[src/rtl/edge_trigger_pkg.sv]
// Shared defaults and helpers for the edge trigger array.
// Imported by the channel and the top level.
package edge_trigger_pkg;

  localparam int DEF_SYNC_STAGES   = 2;
  localparam int DEF_FILTER_CYCLES = 4;
  localparam int DEF_COUNT_WIDTH   = 8;

  function automatic int clog2(input int v);
    int r;
    r = 0;
    for (int x = v - 1; x > 0; x = x >> 1)
      r++;
    return r;
  endfunction

endpackage

[src/rtl/edge_channel.sv]
// One input channel: sync chain, glitch filter, edge pulses,
// sticky pending flag and saturating edge counter.
module edge_channel
  import edge_trigger_pkg::*;
#(
  parameter int SYNC_STAGES   = DEF_SYNC_STAGES,
  parameter int FILTER_CYCLES = DEF_FILTER_CYCLES,
  parameter int COUNT_WIDTH   = DEF_COUNT_WIDTH
) (
  input  logic                   CLK,
  input  logic                   RST_N,
  input  logic                   i_raw,
  input  logic                   i_rise_en,
  input  logic                   i_fall_en,
  input  logic                   i_event_clr,
  input  logic                   i_count_clr,
  output logic                   o_active,
  output logic                   o_rise,
  output logic                   o_fall,
  output logic                   o_pending,
  output logic [COUNT_WIDTH-1:0] o_count
);

  localparam int CW = clog2(FILTER_CYCLES) + 1;
  localparam logic [CW-1:0] CNT_LAST = CW'(FILTER_CYCLES - 1);

  logic [SYNC_STAGES-1:0] r_sync;
  logic [CW-1:0]          r_cnt;
  logic                   r_f;
  logic                   r_rise;
  logic                   r_fall;
  logic                   r_pend;
  logic [COUNT_WIDTH-1:0] r_count;
  logic                   w_s;
  logic                   w_qe;
  logic                   w_sat;

  assign w_s = r_sync[SYNC_STAGES-1];

  always_ff @(posedge CLK or negedge RST_N) begin
    if (!RST_N) begin
      r_sync <= '0;
    end else begin
      r_sync <= {r_sync[SYNC_STAGES-2:0], i_raw};
    end
  end

  // Pulses are raised together with the filtered level update.
  always_ff @(posedge CLK or negedge RST_N) begin
    if (!RST_N) begin
      r_f    <= 1'b0;
      r_cnt  <= '0;
      r_rise <= 1'b0;
      r_fall <= 1'b0;
    end else begin
      r_rise <= 1'b0;
      r_fall <= 1'b0;
      if (w_s == r_f) begin
        r_cnt <= '0;
      end else if (r_cnt == CNT_LAST) begin
        r_f    <= w_s;
        r_cnt  <= '0;
        r_rise <= w_s;
        r_fall <= ~w_s;
      end else begin
        r_cnt <= r_cnt + 1'b1;
      end
    end
  end

  assign w_qe  = (r_rise & i_rise_en) | (r_fall & i_fall_en);
  assign w_sat = &r_count;

  always_ff @(posedge CLK or negedge RST_N) begin
    if (!RST_N) begin
      r_pend <= 1'b0;
    end else if (w_qe) begin
      r_pend <= 1'b1;
    end else if (i_event_clr) begin
      r_pend <= 1'b0;
    end
  end

  // A clear coinciding with an edge keeps that edge as count 1.
  always_ff @(posedge CLK or negedge RST_N) begin
    if (!RST_N) begin
      r_count <= '0;
    end else if (i_count_clr) begin
      r_count <= COUNT_WIDTH'(w_qe);
    end else if (w_qe && !w_sat) begin
      r_count <= r_count + 1'b1;
    end
  end

  assign o_active  = r_f;
  assign o_rise    = r_rise;
  assign o_fall    = r_fall;
  assign o_pending = r_pend;
  assign o_count   = r_count;

endmodule

[src/rtl/edge_trigger_array.sv]
// Multi-channel edge detector with per-channel polarity,
// filtering, pending flags, counters and a combined IRQ.
module edge_trigger_array
  import edge_trigger_pkg::*;
#(
  parameter int                  CHANNELS      = 8,
  parameter int                  SYNC_STAGES   = DEF_SYNC_STAGES,
  parameter int                  FILTER_CYCLES = DEF_FILTER_CYCLES,
  parameter logic [CHANNELS-1:0] ACTIVE_LOW    = '0,
  parameter int                  COUNT_WIDTH   = DEF_COUNT_WIDTH
) (
  input  logic                            CLK,
  input  logic                            RST_N,
  input  logic [CHANNELS-1:0]             IN,
  input  logic [CHANNELS-1:0]             RISE_EN,
  input  logic [CHANNELS-1:0]             FALL_EN,
  input  logic [CHANNELS-1:0]             EVENT_CLEAR,
  input  logic [CHANNELS-1:0]             COUNT_CLEAR,
  output logic [CHANNELS-1:0]             ACTIVE,
  output logic [CHANNELS-1:0]             RISING_EDGE,
  output logic [CHANNELS-1:0]             FALLING_EDGE,
  output logic [CHANNELS-1:0]             EVENT_PENDING,
  output logic [CHANNELS*COUNT_WIDTH-1:0] EDGE_COUNT,
  output logic                            IRQ
);

  logic [CHANNELS-1:0] w_raw;

  // Polarity goes in front of the sync chain so reset means inactive.
  assign w_raw = IN ^ ACTIVE_LOW;

  for (genvar g = 0; g < CHANNELS; g++) begin : g_ch
    edge_channel #(
      .SYNC_STAGES   (SYNC_STAGES),
      .FILTER_CYCLES (FILTER_CYCLES),
      .COUNT_WIDTH   (COUNT_WIDTH)
    ) u_ch (
      .CLK         (CLK),
      .RST_N       (RST_N),
      .i_raw       (w_raw[g]),
      .i_rise_en   (RISE_EN[g]),
      .i_fall_en   (FALL_EN[g]),
      .i_event_clr (EVENT_CLEAR[g]),
      .i_count_clr (COUNT_CLEAR[g]),
      .o_active    (ACTIVE[g]),
      .o_rise      (RISING_EDGE[g]),
      .o_fall      (FALLING_EDGE[g]),
      .o_pending   (EVENT_PENDING[g]),
      .o_count     (EDGE_COUNT[g*COUNT_WIDTH +: COUNT_WIDTH])
    );
  end

  assign IRQ = |EVENT_PENDING;

endmodule

[config.mk]
export PLATFORM = sky130hd
export DESIGN_NAME = edge_trigger_array
export DESIGN_NICKNAME = d
export VERILOG_FILES = /design/src/rtl/edge_trigger_pkg.sv /design/src/rtl/edge_channel.sv /design/src/rtl/edge_trigger_array.sv
export SDC_FILE = /design/constraint.sdc
export NUM_CORES = 1
export LEC_CHECK = 0
export CAP_MARGIN = 20
export CORE_MARGIN = 2
export CORE_UTILIZATION = 35
export CTS_CLUSTER_DIAMETER = 150
export DETAILED_ROUTE_END_ITERATION = 8
export RECOVER_POWER = 25
export SLEW_MARGIN = 20
export SYNTH_ARGS = -nofsm -noshare
export SYNTH_HDL_FRONTEND = slang
export SYNTH_SLANG_ARGS = --single-unit
[constraint.sdc]
create_clock -name CLK -period 2.1 [get_ports CLK]
set_clock_uncertainty 0.1 [all_clocks]
set_input_delay 0.525 -clock CLK [delete_from_list [all_inputs] [get_ports CLK]]
set_output_delay 0.525 -clock CLK [all_outputs]
set_load 0.01 [all_outputs]
# After elaboration in Yosys (flattened, before gate mapping)
# Cells that the tools add are included.
[word_totals] in_bits=42 out_inout_bits=97 ff_bits=136 elab_cells=257
[op_classes] reduce_logical=49 eq_ne=16 add_sub_neg=16 bitwise_logic=40 muxes=80
[op_table] cell="two-way mux 8 bit" count=16
[op_table] cell="adder 8 x 1 -> 8 bit (second input constant)" count=8
[op_table] cell="AND reduction 8 bit" count=8
[op_table] cell="two-way mux 1 bit" count=48
[op_table] cell="two-way mux 3 bit" count=16
[op_table] cell="nonzero test 2 bit" count=16
[op_table] cell="adder 3 x 1 -> 3 bit (second input constant)" count=8
[op_table] cell="== test 3 x 2 -> 1 bit (second input constant)" count=8
[op_table] cell="bitwise AND 1 bit" count=16
[op_table] cell="NOT 1 bit" count=16
[op_table] cell="AND reduction 2 bit" count=8
[op_table] cell="== test 1 bit" count=8
[op_table] cell="logical AND 1 bit" count=8
[op_table] cell="zero test 1 bit" count=8
[op_table] cell="OR 1 bit" count=8
[op_table] cell="OR reduction 8 bit" count=1

# Longest topological paths before layout
[depth] ltp_word=5 depth_mapped=5

# Hierarchy
# A second synthesis with hierarchy kept.
[unflattened] cells_unflattened=555 area_unflattened_um2=6122.1
[by_module_without_submodules] mod="edge_channel" seq_area_each_um2=425.4 instances=8 area_per_inst_um2=763.2 cells_per_inst=69
[by_module_without_submodules] mod="edge_trigger_array" seq_area_each_um2=0.0 instances=1 area_per_inst_um2=16.3 cells_per_inst=3

# Worst setup path before layout
# OpenSTA, ideal clock, no wires.
[synth_timing] path_type="register -> register" startpoint="register g_ch[1].u_ch.r_count[0]" endpoint="register g_ch[1].u_ch.r_count[5]" slack_ps=468 stages_incl_launch_ff=6 setup_time_ps=78 arrival_ps=1454 path_cell_list="dfrtp_1 ha_1 nand2_2 nor3_2 or4_1 a21oi_1"
[synth_between] elab_chain_len=4 word_cells_on_any_way=7 classes_between="add/sub: 1; mux: 2; reduce/logical: 4"
[synth_lines] item="start: declaration" line_no="edge_channel.sv:33" source="logic [COUNT_WIDTH-1:0] r_count;"
[synth_lines] item="start signal: assignment" line_no="edge_channel.sv:89" source="r_count <= COUNT_WIDTH'(w_qe);"
[synth_lines] item="start signal: assignment" line_no="edge_channel.sv:91" source="r_count <= r_count + 1'b1;"
[synth_lines] item="parallel branches: the longest is 4 deep, another holds adder 8 x 1 -> 8 bit"
# Several ways; the timed one is not identified. The select of a mux whose other input is x is not followed.
# A chain may end at the register's enable or synchronous reset.

# Final worst setup path
[layout_timing] startpoint="register g_ch[1].u_ch.r_count[6]" endpoint="output EDGE_COUNT[14]"
[layout_rtl] item="end: declaration" line_no="edge_trigger_array.sv:23" source="output logic [CHANNELS*COUNT_WIDTH-1:0] EDGE_COUNT,"
# No word-level cell between the ends.

==> impl_results.html <==
<table>
<tr><th>Metric</th><th>Value</th></tr>
<tr><th colspan="2">Outcome</th></tr>
<tr><td>Run status</td><td>complete, no violations</td></tr>
<tr><th colspan="2">Logic synthesis</th></tr>
<tr><td>Post-synthesis async set-or-reset flop share</td><td>1.00</td></tr>
<tr><td>Cell count after synthesis</td><td>~550</td></tr>
<tr><td>Yosys reg bits</td><td>around 140</td></tr>
<tr><td>Synth Area per Inst</td><td>11.5 µm²</td></tr>
<tr><td>Synth top area cells</td><td>sky130_fd_sc_hd__dfrtp_1 (54%), sky130_fd_sc_hd__buf_4 (3.8%), sky130_fd_sc_hd__nor3b_1 (3.3%)</td></tr>
<tr><td>Post-synth top area share</td><td>0.537</td></tr>
<tr><td>Synth unique cells</td><td>45</td></tr>
<tr><td>Main synth FF type</td><td>sky130_fd_sc_hd__dfrtp_1</td></tr>
<tr><td>Sequential share of the synthesized area</td><td>0.537</td></tr>
<tr><td>Cell taking the most area after synthesis</td><td>sky130_fd_sc_hd__dfrtp_1</td></tr>
<tr><td>Total of warnings raised by yosys</td><td>0</td></tr>
<tr><td>Area of the mapped netlist</td><td>6340 µm²</td></tr>
<tr><td>Number of enable-type register cells in the synthesized netlist</td><td>0</td></tr>
<tr><td>Post-Syn Nets</td><td>about 600</td></tr>
<tr><th colspan="2">Clock tree</th></tr>
<tr><td>Clock tree root driver cell</td><td>sky130_fd_sc_hd__clkbuf_16</td></tr>
<tr><td>Number of buffers on the longest clock path</td><td>2</td></tr>
<tr><td>Clock Sinks</td><td>roughly 140</td></tr>
<tr><td>H-tree levels</td><td>4</td></tr>
<tr><td># Post-CTS Setup Buffers</td><td>0</td></tr>
<tr><td>Insertion delay of the later-clocked pin in the worst-skew pair</td><td>just over 0.4 ns</td></tr>
<tr><td>Clock tree from TritonCTS</td><td>built</td></tr>
<tr><td>CTS clock-pin slew for the worst setup and hold paths</td><td>~0.06 ns</td></tr>
<tr><td>Number of buffers inserted during clock tree synthesis</td><td>17</td></tr>
<tr><th colspan="2">STA</th></tr>
<tr><td>Hold slack</td><td>approximately 0.24 ns</td></tr>
<tr><td>Endpoints failing setup</td><td>0</td></tr>
<tr><td>Shortest period the worst path allows</td><td>approximately 2.1 ns</td></tr>
<tr><td>Transition time at the pin with the least slew margin</td><td>0.505 ns</td></tr>
<tr><td>Fin crit share</td><td>0.981</td></tr>
<tr><td>Endpoints failing hold</td><td>0</td></tr>
<tr><td>Pins Over Slew Limit</td><td>0</td></tr>
<tr><td>Highest attainable clock frequency</td><td>485 MHz</td></tr>
<tr><td>Worst max-slew margin expressed relative to the limit</td><td>0.663</td></tr>
<tr><td>Unrepaired setup endpoints after global routing</td><td>true</td></tr>
<tr><th colspan="2">GRT</th></tr>
<tr><td>Pin count of the biggest net entering global routing</td><td>46</td></tr>
<tr><td>Grt met3 use</td><td>0.0401</td></tr>
<tr><td>Via count of the first global-routing pass</td><td>between 4,000 and 5,000</td></tr>
<tr><td>GR met2 Demand/Resource</td><td>0.248</td></tr>
<tr><td>Antenna violations before repair</td><td>1</td></tr>
<tr><td>Aggregate global routing overflow</td><td>0</td></tr>
<tr><td>Most congested layer reported by global routing</td><td>met2</td></tr>
<tr><td>Global-route wire length before repair</td><td>23.3 mm</td></tr>
<tr><td>Total global routing track utilization</td><td>0.148</td></tr>
<tr><td>Routing usage on met1</td><td>0.185</td></tr>
<tr><th colspan="2">Worst hold path</th></tr>
<tr><td>Type of the worst min-delay path</td><td>reg2reg</td></tr>
<tr><td>Worst hold path stage count</td><td>0</td></tr>
<tr><td>Hold worst-path end</td><td>g_ch[5].u_ch.r_sync[1]</td></tr>
<tr><td>Critical hold path startpoint</td><td>g_ch[5].u_ch.r_sync[0]</td></tr>
<tr><th colspan="2">Worst setup path</th></tr>
<tr><td>Worst Setup Start Kind</td><td>flop</td></tr>
<tr><td>Crit path max-delay cell type</td><td>sky130_fd_sc_hd__clkdlybuf4s50_1</td></tr>
<tr><td>CP Cell Sequence</td><td>clkdlybuf4s50_1</td></tr>
<tr><td>Maximum single-stage delay on the critical path</td><td>slightly below 0.6 ns</td></tr>
<tr><td>Worst flop-to-flop path endpoint</td><td>g_ch[1].u_ch.o_count[5]</td></tr>
<tr><td>Required time of the critical path</td><td>between 1 and 1.5 ns</td></tr>
<tr><td>Highest fanout seen on the critical path</td><td>4</td></tr>
<tr><td>Crit path buf inv count</td><td>1</td></tr>
<tr><td>R2r setup slk</td><td>roughly 0.4 ns</td></tr>
<tr><td>Cell type group with the largest total delay on the critical path</td><td>buffers and inverters</td></tr>
<tr><td>Arrival time at the worst endpoint</td><td>about 1.4 ns</td></tr>
<tr><td>Category of the worst setup path capture point</td><td>output port</td></tr>
<tr><td>Worst reg2reg startpoint</td><td>g_ch[1].u_ch.o_count[0]</td></tr>
<tr><td>Worst Setup Path Type</td><td>reg2out</td></tr>
<tr><td>Worst R2R Path Depth</td><td>5</td></tr>
<tr><th colspan="2">Detailed routing</th></tr>
<tr><td>Remaining routing DRC violations</td><td>0</td></tr>
<tr><td>Detail-routed via count per cell</td><td>~5.0</td></tr>
<tr><td>Routed vias</td><td>4,657</td></tr>
<tr><td>Routed Antenna Nets</td><td>0</td></tr>
<tr><td>Routed wirelength normalized by instance count</td><td>~15 µm</td></tr>
<tr><td>Number of iterations in the first detailed-routing pass</td><td>4</td></tr>
<tr><td>Number of DRC violations after detailed-routing iteration 0</td><td>122</td></tr>
<tr><td>Wirelength, routed</td><td>around 14 mm</td></tr>
<tr><th colspan="2">Floorplanning</th></tr>
<tr><td>Die area</td><td>19,200 µm²</td></tr>
<tr><td>Chip Height</td><td>~140 µm</td></tr>
<tr><td>I/O pin cnt</td><td>139</td></tr>
<tr><td>Area of the core</td><td>about 18,000 µm²</td></tr>
<tr><td>Site row count</td><td>slightly below 50</td></tr>
<tr><td>Overall die width</td><td>139 µm</td></tr>
<tr><td>Initial cell density of the core</td><td>0.355</td></tr>
<tr><th colspan="2">Placement</th></tr>
<tr><td>HPWL Detailed</td><td>around 10 mm</td></tr>
<tr><td>Count of buffers from port buffering</td><td>between 100 and 150</td></tr>
<tr><td>Final estimated routing congestion in global placement</td><td>0.838</td></tr>
<tr><th colspan="2">Cells and area</th></tr>
<tr><td>Area added between synthesis and finish</td><td>34.6%</td></tr>
<tr><td>Number of nets in the finished design</td><td>roughly 740</td></tr>
<tr><td>Share of layout cells above drive strength 1</td><td>0.155</td></tr>
<tr><th colspan="2">Power and ir drop</th></tr>
<tr><td>Peak supply drop</td><td>roughly 0.6 mV</td></tr>
<tr><td>Lkg Pwr</td><td>approximately 3.7 nW</td></tr>
<tr><td>PnR Total Power</td><td>roughly 7.4 mW</td></tr>
<tr><td>Power per Cell Area</td><td>approximately 870 nW/µm²</td></tr>
<tr><th colspan="2">Job</th></tr>
<tr><td>Max Cap Violations</td><td>0</td></tr>
</table>
[cell usage in the layout, fill, tap and decap left out, types with 11 or more instances in the layout]
cell type                         count
sky130_fd_sc_hd__buf_4               13
sky130_fd_sc_hd__dlygate4sd3_1       13
sky130_fd_sc_hd__ha_1                16
sky130_fd_sc_hd__clkdlybuf4s50_1    115
sky130_fd_sc_hd__and3b_1             11
sky130_fd_sc_hd__o211ai_1            26
sky130_fd_sc_hd__inv_1               12
sky130_fd_sc_hd__mux2i_1             15
sky130_fd_sc_hd__dfrtp_1            111
sky130_fd_sc_hd__nand3_1             11
sky130_fd_sc_hd__and3_1              13
sky130_fd_sc_hd__nand3b_1            13
sky130_fd_sc_hd__a21oi_1             18
sky130_fd_sc_hd__nor3b_1             28
sky130_fd_sc_hd__clkbuf_16           17
sky130_fd_sc_hd__nand2_1             26
sky130_fd_sc_hd__dfrtp_2             25
sky130_fd_sc_hd__xor2_1              19
sky130_fd_sc_hd__o21ai_0             21
sky130_fd_sc_hd__nor2_1              37
[cell type report]
class                           count  area, µm²
Sequential cell                   136       3430
Antenna cell                        1       2.50
Timing Repair Buffer              154       1540
Multi-Input combinational cell    363       2630
Clock inverter                      9        114
Clock buffer                       22        484
Fill cell                        1612       9310
Inverter                           12       45.0
Tap cell                          229        287
[logic make-up (layout without fill, tap and decap cells)]
group / after synthesis / in the layout / share of synthesized area
compound gates: 102 / 102 / 0.114
xor+xnor: 28 / 28 / 0.0387
fa+ha+maj: 16 / 16 / 0.0316
buf+inv: 52 / 197 / 0.0497
flops: 136 / 136 / 0.537
mux: 23 / 23 / 0.0379
other cells: 0 / 1 / 0
simple gates: 194 / 194 / 0.191
[worst max-delay path by stage]
| stage | from | end | slack, ns | depth (start not counted) |
|---|---|---|---|---|
| global route | g_ch[1].u_ch.o_pending | IRQ | -0.04 | 4 |
| detailed placement | RISE_EN[7] | g_ch[7].u_ch.o_count[0] | -0.08 | 5 |
| CTS | g_ch[1].u_ch.o_pending | IRQ | -0.02 | 4 |
| global placement | RISE_EN[7] | g_ch[7].u_ch.o_count[0] | -0.04 | 5 |
| floorplan | g_ch[1].u_ch.o_count[0] | g_ch[1].u_ch.o_count[5] | 0.47 | 5 |
| finish | g_ch[1].u_ch.o_count[6] | EDGE_COUNT[14] | 0.04 | 1 |
[through the flow]
| stage | setup TNS (ns) | setup WS, ns | std cells | util | cell area [µm²] |
|---|---|---|---|---|---|
| final | 0 | 0.0395 | 926 | 0.478 | 8530 |
| after global routing | -0.0415 | -0.0415 | 926 | 0.478 | 8530 |
| after CTS | -0.0227 | -0.0227 | 925 | 0.476 | 8500 |
| after detailed placement | -0.133 | -0.0756 | 893 | 0.441 | 7880 |
| after global placement | -0.0442 | -0.0396 | 893 | 0.441 | 7880 |
| after floorplan | 0 | 0.468 | 551 | - | 6340 |
[routing by layer]
layer,wire length [µm],up-vias,share of wire
met5,0,-,0
met4,187,0,0.014
met3,649,15,0.047
met2,6880,107,0.50
met1,6040,2293,0.44
li1,-,2242,-
[synth_stat cells (2+ instances only)]
master / instances
sky130_fd_sc_hd__a21oi_1: 18
sky130_fd_sc_hd__mux2_2: 8
sky130_fd_sc_hd__or3_1: 9
sky130_fd_sc_hd__nor4_1: 2
sky130_fd_sc_hd__ha_1: 16
sky130_fd_sc_hd__nand2b_1: 6
sky130_fd_sc_hd__nand4_2: 4
sky130_fd_sc_hd__or4_1: 9
sky130_fd_sc_hd__a22oi_1: 7
sky130_fd_sc_hd__buf_1: 8
sky130_fd_sc_hd__xnor2_1: 9
sky130_fd_sc_hd__nand3_2: 5
sky130_fd_sc_hd__nor3_2: 2
sky130_fd_sc_hd__dfrtp_1: 136
sky130_fd_sc_hd__xor2_1: 19
sky130_fd_sc_hd__nor3_1: 6
sky130_fd_sc_hd__nand3_1: 11
sky130_fd_sc_hd__o31ai_1: 9
sky130_fd_sc_hd__o21ai_0: 21
sky130_fd_sc_hd__nor2b_1: 4
sky130_fd_sc_hd__and3b_1: 11
sky130_fd_sc_hd__a22o_1: 6
sky130_fd_sc_hd__mux2i_1: 15
sky130_fd_sc_hd__nand3b_1: 13
sky130_fd_sc_hd__nor2_1: 37
sky130_fd_sc_hd__inv_1: 12
sky130_fd_sc_hd__nand2_1: 27
sky130_fd_sc_hd__nor3b_1: 28
sky130_fd_sc_hd__buf_4: 32
sky130_fd_sc_hd__o21ai_2: 7
sky130_fd_sc_hd__nand4_1: 2
sky130_fd_sc_hd__o211ai_1: 26
sky130_fd_sc_hd__nand4_4: 2
sky130_fd_sc_hd__and3_1: 13
[registers in the layout, summed over array words and instances, names as in the netlist]
| signal | count |
|---|---|
| g_ch.u_ch.o_active | 8 |
| g_ch.u_ch.o_count | 64 |
| g_ch.u_ch.o_fall | 8 |
| g_ch.u_ch.o_pending | 8 |
| g_ch.u_ch.o_rise | 8 |
| g_ch.u_ch.r_cnt | 24 |
| g_ch.u_ch.r_sync | 16 |
[power breakdown]
group | switching [mW] | internal, mW
clock | 1.13 | 1.88
combinational | 0.533 | 0.718
sequential | 0.252 | 2.91
[timing repair]
action	4_1_cts	5_1_grt
gates cloned	0	0
hold endpoints to repair	42	0
pin swaps	1	0
setup endpoints to repair	17	18
hold buffers	1	0
gates resized for setup	22	19
(Power assumes the default switching activity.)
